### config.mk
export PLATFORM = sky130hd
export DESIGN_NAME = radar_sweep_ctrl
export DESIGN_NICKNAME = d
export VERILOG_FILES = /design/src/rtl/radar_sweep_ctrl.sv
export SDC_FILE = /design/constraint.sdc
export NUM_CORES = 1
export LEC_CHECK = 0
export ABC_AREA = 1
export BUFFER_PORTS_ARGS = -buffer_cell sky130_fd_sc_hd__buf_2
export CAP_MARGIN = 20
export CORE_ASPECT_RATIO = 1.2
export CORE_MARGIN = 5
export CORE_UTILIZATION = 47
export CTS_CLUSTER_SIZE = 12
export DETAILED_ROUTE_END_ITERATION = 10
export GPL_ROUTABILITY_DRIVEN = 0
export PLACE_DENSITY = 0.66
export SLEW_MARGIN = 40
export SYNTH_ARGS = -nofsm -noshare
export SYNTH_HDL_FRONTEND = slang
export SYNTH_SLANG_ARGS = --single-unit
export TNS_END_PERCENT = 100
### constraint.sdc
create_clock -name clk -period 2.5 [get_ports clk]
set_clock_uncertainty 0.2 [all_clocks]
set_input_delay 0.625 -clock clk [delete_from_list [all_inputs] [get_ports clk]]
set_output_delay 0.625 -clock clk [all_outputs]
set_load 0.005 [all_outputs]
### src/rtl/radar_sweep_ctrl.sv
// Pan-servo sweep sequencer: steps the servo through left/center/right in ping-pong
// order, settles, runs one ranger handshake per point and publishes (position, distance).
module radar_sweep_ctrl #(
    parameter int unsigned SETTLE_CYCLES  = 30_000_000,
    parameter int unsigned TIMEOUT_CYCLES = 6_000_000,
    parameter int unsigned DIST_W         = 16
) (
    input  logic              clk,
    input  logic              rst,
    input  logic              enable,
    input  logic              single,
    output logic [1:0]        servo_pos,
    output logic              meas_req,
    input  logic              meas_done,
    input  logic [DIST_W-1:0] meas_dist,
    output logic              result_valid,
    output logic [1:0]        result_pos,
    output logic [DIST_W-1:0] result_dist,
    output logic              result_timeout,
    output logic              busy
);

    localparam int unsigned SET_W = (SETTLE_CYCLES > 1) ? $clog2(SETTLE_CYCLES) : 1;
    localparam int unsigned TMO_W = (TIMEOUT_CYCLES > 1) ? $clog2(TIMEOUT_CYCLES) : 1;
    localparam logic [SET_W-1:0] SET_LOAD = SET_W'(SETTLE_CYCLES - 1);
    localparam logic [TMO_W-1:0] TMO_LAST = TMO_W'(TIMEOUT_CYCLES - 1);
    localparam logic [1:0] POS_LEFT   = 2'd1;
    localparam logic [1:0] POS_CENTER = 2'd2;
    localparam logic [1:0] POS_RIGHT  = 2'd3;

    typedef enum logic [2:0] {
        S_IDLE,
        S_MOVE,
        S_SETTLE,
        S_MEASURE,
        S_REPORT
    } state_t;

    state_t            state, state_d;
    logic              dir_down, dir_down_d;
    logic              single_q, single_d;
    logic [SET_W-1:0]  settle_cnt, settle_cnt_d;
    logic [TMO_W-1:0]  tmo_cnt, tmo_cnt_d;
    logic [1:0]        servo_pos_d;
    logic              meas_req_d;
    logic              result_valid_d;
    logic [1:0]        result_pos_d;
    logic [DIST_W-1:0] result_dist_d;
    logic              result_timeout_d;
    logic              busy_d;
    logic [1:0]        next_pos;
    logic              next_dir_down;

    // Ping-pong successor of the current position: 1,2,3,2,1,2,...
    always_comb begin
        next_pos      = servo_pos;
        next_dir_down = dir_down;
        if (!dir_down) begin
            if (servo_pos == POS_RIGHT) begin
                next_pos      = POS_CENTER;
                next_dir_down = 1'b1;
            end else begin
                next_pos = servo_pos + 2'd1;
            end
        end else begin
            if (servo_pos == POS_LEFT) begin
                next_pos      = POS_CENTER;
                next_dir_down = 1'b0;
            end else begin
                next_pos = servo_pos - 2'd1;
            end
        end
    end

    // Next-state and registered-output values
    always_comb begin
        state_d          = state;
        dir_down_d       = dir_down;
        single_d         = single_q;
        settle_cnt_d     = settle_cnt;
        tmo_cnt_d        = tmo_cnt;
        servo_pos_d      = servo_pos;
        meas_req_d       = 1'b0;
        result_valid_d   = 1'b0;
        result_pos_d     = result_pos;
        result_dist_d    = result_dist;
        result_timeout_d = result_timeout;

        case (state)
            S_IDLE: begin
                if (enable) begin
                    state_d      = S_MOVE;
                    servo_pos_d  = POS_LEFT;
                    dir_down_d   = 1'b0;
                    single_d     = single;
                    settle_cnt_d = SET_LOAD;
                end
            end
            // Counter was loaded when servo_pos changed, so the request rises
            // exactly SETTLE_CYCLES after the position update.
            S_MOVE, S_SETTLE: begin
                if (settle_cnt == '0) begin
                    state_d    = S_MEASURE;
                    meas_req_d = 1'b1;
                    tmo_cnt_d  = '0;
                end else begin
                    state_d      = S_SETTLE;
                    settle_cnt_d = settle_cnt - SET_W'(1);
                end
            end
            S_MEASURE: begin
                if (meas_done) begin
                    state_d          = S_REPORT;
                    result_valid_d   = 1'b1;
                    result_pos_d     = servo_pos;
                    result_dist_d    = meas_dist;
                    result_timeout_d = 1'b0;
                end else if (tmo_cnt == TMO_LAST) begin
                    state_d          = S_REPORT;
                    result_valid_d   = 1'b1;
                    result_pos_d     = servo_pos;
                    result_dist_d    = '1;
                    result_timeout_d = 1'b1;
                end else begin
                    meas_req_d = 1'b1;
                    tmo_cnt_d  = tmo_cnt + TMO_W'(1);
                end
            end
            S_REPORT: begin
                if (!enable || (single_q && (servo_pos == POS_RIGHT))) begin
                    state_d = S_IDLE;
                end else begin
                    state_d      = S_MOVE;
                    servo_pos_d  = next_pos;
                    dir_down_d   = next_dir_down;
                    settle_cnt_d = SET_LOAD;
                end
            end
            default: begin
                state_d = S_IDLE;
            end
        endcase

        busy_d = (state_d != S_IDLE);
    end

    // State and output registers
    always_ff @(posedge clk) begin
        if (rst) begin
            state          <= S_IDLE;
            dir_down       <= 1'b0;
            single_q       <= 1'b0;
            settle_cnt     <= '0;
            tmo_cnt        <= '0;
            servo_pos      <= POS_CENTER;
            meas_req       <= 1'b0;
            result_valid   <= 1'b0;
            result_pos     <= 2'd0;
            result_dist    <= '0;
            result_timeout <= 1'b0;
            busy           <= 1'b0;
        end else begin
            state          <= state_d;
            dir_down       <= dir_down_d;
            single_q       <= single_d;
            settle_cnt     <= settle_cnt_d;
            tmo_cnt        <= tmo_cnt_d;
            servo_pos      <= servo_pos_d;
            meas_req       <= meas_req_d;
            result_valid   <= result_valid_d;
            result_pos     <= result_pos_d;
            result_dist    <= result_dist_d;
            result_timeout <= result_timeout_d;
            busy           <= busy_d;
        end
    end

endmodule

==> results.json <==
{
  "status": "finished, final reports clean",
  "synth_cell_type_count": 33,
  "p_sw_share_pct": 44.0,
  "ys.flop_type": "dfxtp_1",
  "worst_r2r_path_depth": 11,
  "first_pass_iters": 4,
  "hold-worst-slack_ns": 0.266,
  "dieArea_mm2": 0.0112,
  "reg2reg_to": "settle_cnt[12]$_SDFFE_PP0P_",
  "async_flop_share_pct": 0,
  "vias_per_cell": 5.02,
  "die_h_um": 115,
  "drt_wl_total_mm": 10.4,
  "syn_area_per_cell_um2": 6.29,
  "slew_viol_final": 0,
  "crit_slowest_cell": "dfxtp_1",
  "synth_fp_nets": 707,
  "cts_resized": 0,
  "cts_hold_buf": 0,
  "start_kind": "flop",
  "cp_num_buf_inv": 3,
  "vias": 4275,
  "hpwl_mm": 7.47,
  "syn_inst": 684,
  "regToRegSetupSlack_ns": 0.28,
  "ant_nets": 0,
  "start_util_pct": 47.8,
  "required_ns": 2.58,
  "leakagePower_uw": 0.00210,
  "syn_area_mm2": 0.00430,
  "power_per_cell_area_mw_per_mm2": 924,
  "post_cts.repair.setup_buffers": 0,
  "power_uw": 4430,
  "r2r_start": "settle_cnt[0]$_SDFFE_PP0P_",
  "fin_nets": 750,
  "n_antenna_cell": 0,
  "relSlewSlack_pct": 57.9,
  "htree_levels": 3,
  "worstSetupEndpoint": "settle_cnt[12]$_SDFFE_PP0P_",
  "cp-end-kind": "flop",
  "setup_viol": 0,
  "grt_max_degree": 58,
  "ys_warn_count": 0,
  "grt_remaining_overflow": 0,
  "crit_cells": 11,
  "cpPeakStageDelay_ns": 0.30,
  "synthTopCellsByArea": "dfxtp_1, nand2_1, nor2_1, nand3_1, a21oi_1",
  "cpMostUsedCell": "nand2_2",
  "drc": 0,
  "area_delta_synth_final_pct": 11.5,
  "crit_chain": "inv_1 -> ha_1 -> nand2_2 -> inv_2 -> nand2_2 -> nor2_4 -> nand3_4 -> nand2_4 -> buf_4 -> nand2_1 -> a21oi_1",
  "critical_path.top_delay_family": "simple AND/OR/NAND/NOR gates",
  "antenna_found_initial": 0,
  "port_buffers": 44,
  "seqCellArea_mm2": 0.00154,
  "synth-seq-cells": 77,
  "die_w_um": 97.3,
  "grt_pass1_vias": 3955,
  "p_sw_uw": 1950,
  "worstSkewPairLatency_ns": 0.36,
  "fin_setup_tns_ns": 0,
  "fp-row-count": 38,
  "track_usage_pct": 19.2,
  "clockPowerShare_pct": 21.8,
  "critPathMaxFanout": 18,
  "hp-class": "reg2reg",
  "tightestPinTransition_ns": 0.632,
  "synth_edf_count": 0,
  "fmaxAchievable_mhz": 450,
  "drv_cap": 0,
  "crit_type": "reg2reg",
  "startpoint": "settle_cnt[0]$_SDFFE_PP0P_",
  "placed_area_mm2": 0.00460,
  "synth.most_common_cell": "nand2_1",
  "rsz0062_at_grt": "false",
  "core_mm2": 0.00899,
  "p_int_uw": 2480,
  "p_seq_share_pct": 35.9,
  "seq_area_frac_synth_pct": 35.9,
  "tritoncts": "yes",
  "clock-sinks": 77,
  "clock_path_buffers": 2,
  "peakVddDrop_mv": 0.388,
  "path_clk_slew_ns": 0.09,
  "period_share_pct": 88.8,
  "final_area_mm2": 0.00479,
  "drt_iter0_markers": 239,
  "drive_above_1_share_pct": 12.8,
  "fill_cells": 916,
  "grt_pass1_wl_mm": 17.6,
  "cts_root_buf": "clkbuf_8",
  "post_drt_wl_per_cell_um": 12.2,
  "pin_count": 45,
  "yosys-top-cells-count": "nand2_1, nor2_1, dfxtp_1",
  "fin_crit_ns": 2.22,
  "hold_violations": 0,
  "cts_buffers": 9,
  "worstPathArrival_ns": 2.30,
  "p_comb_share_pct": 42.2,
  "multi_input_area_mm2": 0.00234,
  "yosysTopAreaCellShare_pct": 35.9,
  "yosys.area.top_type": "dfxtp_1"
}
## metal layers
| metal | global-route usage, % | vias up | routed length (um) |
|---|---|---|---|
| li1 | - | 2251 | - |
| met1 | 21.6 | 1934 | 4430 |
| met2 | 34.5 | 73 | 5350 |
| met3 | 3.88 | 17 | 342 |
| met4 | 9.70 | 0 | 235 |
| met5 | 0 | - | 0 |
## worst min-delay path, stage by stage, from the launching register on
cell and delay (ns):
dfxtp_1 0.32, nand2_1 0.06, a21oi_1 0.05
## cell usage in the layout (no fill, tap or decap), types with 2 or more instances in the layout
cell type	synthesis	routed
buf_2	2	44
nor3_1	7	7
nor2_1	145	145
dfxtp_1	77	77
ha_1	2	2
nand2_2	6	6
inv_1	70	70
nor2_2	4	4
inv_6	1	4
nand3_1	56	56
clkbuf_8	0	9
nand3b_1	3	3
nand2_1	170	170
buf_4	1	6
xor2_1	11	11
nor2_4	3	3
inv_2	4	4
nand4_1	10	10
o21ai_0	29	29
a21oi_1	53	53
or2_2	4	4
## worst min-delay path by stage
stage / startpoint / end / slack [ns] / cells after the start
after detailed placement: result_dist[14]$_SDFFE_PP0P_ / result_dist[14]$_SDFFE_PP0P_ / 0.25 / 2
after floorplan: single_q$_SDFFE_PP0P_ / single_q$_SDFFE_PP0P_ / 0.24 / 2
after global placement: single_q$_SDFFE_PP0P_ / single_q$_SDFFE_PP0P_ / 0.25 / 2
after CTS: meas_done / result_timeout$_SDFFE_PP0P_ / 0.25 / 2
final: single_q$_SDFFE_PP0P_ / single_q$_SDFFE_PP0P_ / 0.27 / 2
after global routing: meas_done / result_timeout$_SDFFE_PP0P_ / 0.25 / 2
## state kept, by name (all words and copies together), names as in the netlist
signal          flops
state               3
result_dist        16
tmo_cnt            23
meas_req            1
single_q            1
result_pos          2
result_valid        1
result_timeout      1
dir_down            1
settle_cnt         25
servo_pos           2
busy                1
## kinds of logic after synthesis
logic type | after synthesis | share of synthesized area (%)
flops | 77 | 35.9
xor+xnor | 11 | 2.24
fa+ha+maj | 2 | 0.582
compound gates | 87 | 10.7
simple gates | 412 | 41.0
buf+inv | 95 | 9.66
## power by group through the flow
stage	Combinational [uW]	Sequential (uW)	Clock, uW
floorplan	1480	1580	0
global placement	1830	1620	0
detailed placement	1870	1620	0
CTS	1880	1590	1000
global route	2130	1630	1070
finish	1870	1590	967
## final cells by class
type / count / area share (%)
well taps: 120 / 3.13
clock buffers: 10 / 2.66
clock inverters: 6 / 1.46
multi-input cells: 512 / 48.9
flip-flops and latches: 77 / 32.2
repair buffers: 50 / 5.53
inverters: 77 / 6.19
## through the flow
step / worst slack, ns / instances / utilization [%]
3_5_place_dp: 0.301 / 836 / 51.1
2_1_floorplan: 0.590 / 684 / -
6_report: 0.280 / 852 / 53.3
3_3_place_gp: 0.315 / 836 / 51.1
4_1_cts: 0.277 / 852 / 53.3
5_1_grt: 0.0686 / 852 / 53.3
No activity file was read; power rests on OpenSTA's default activity.
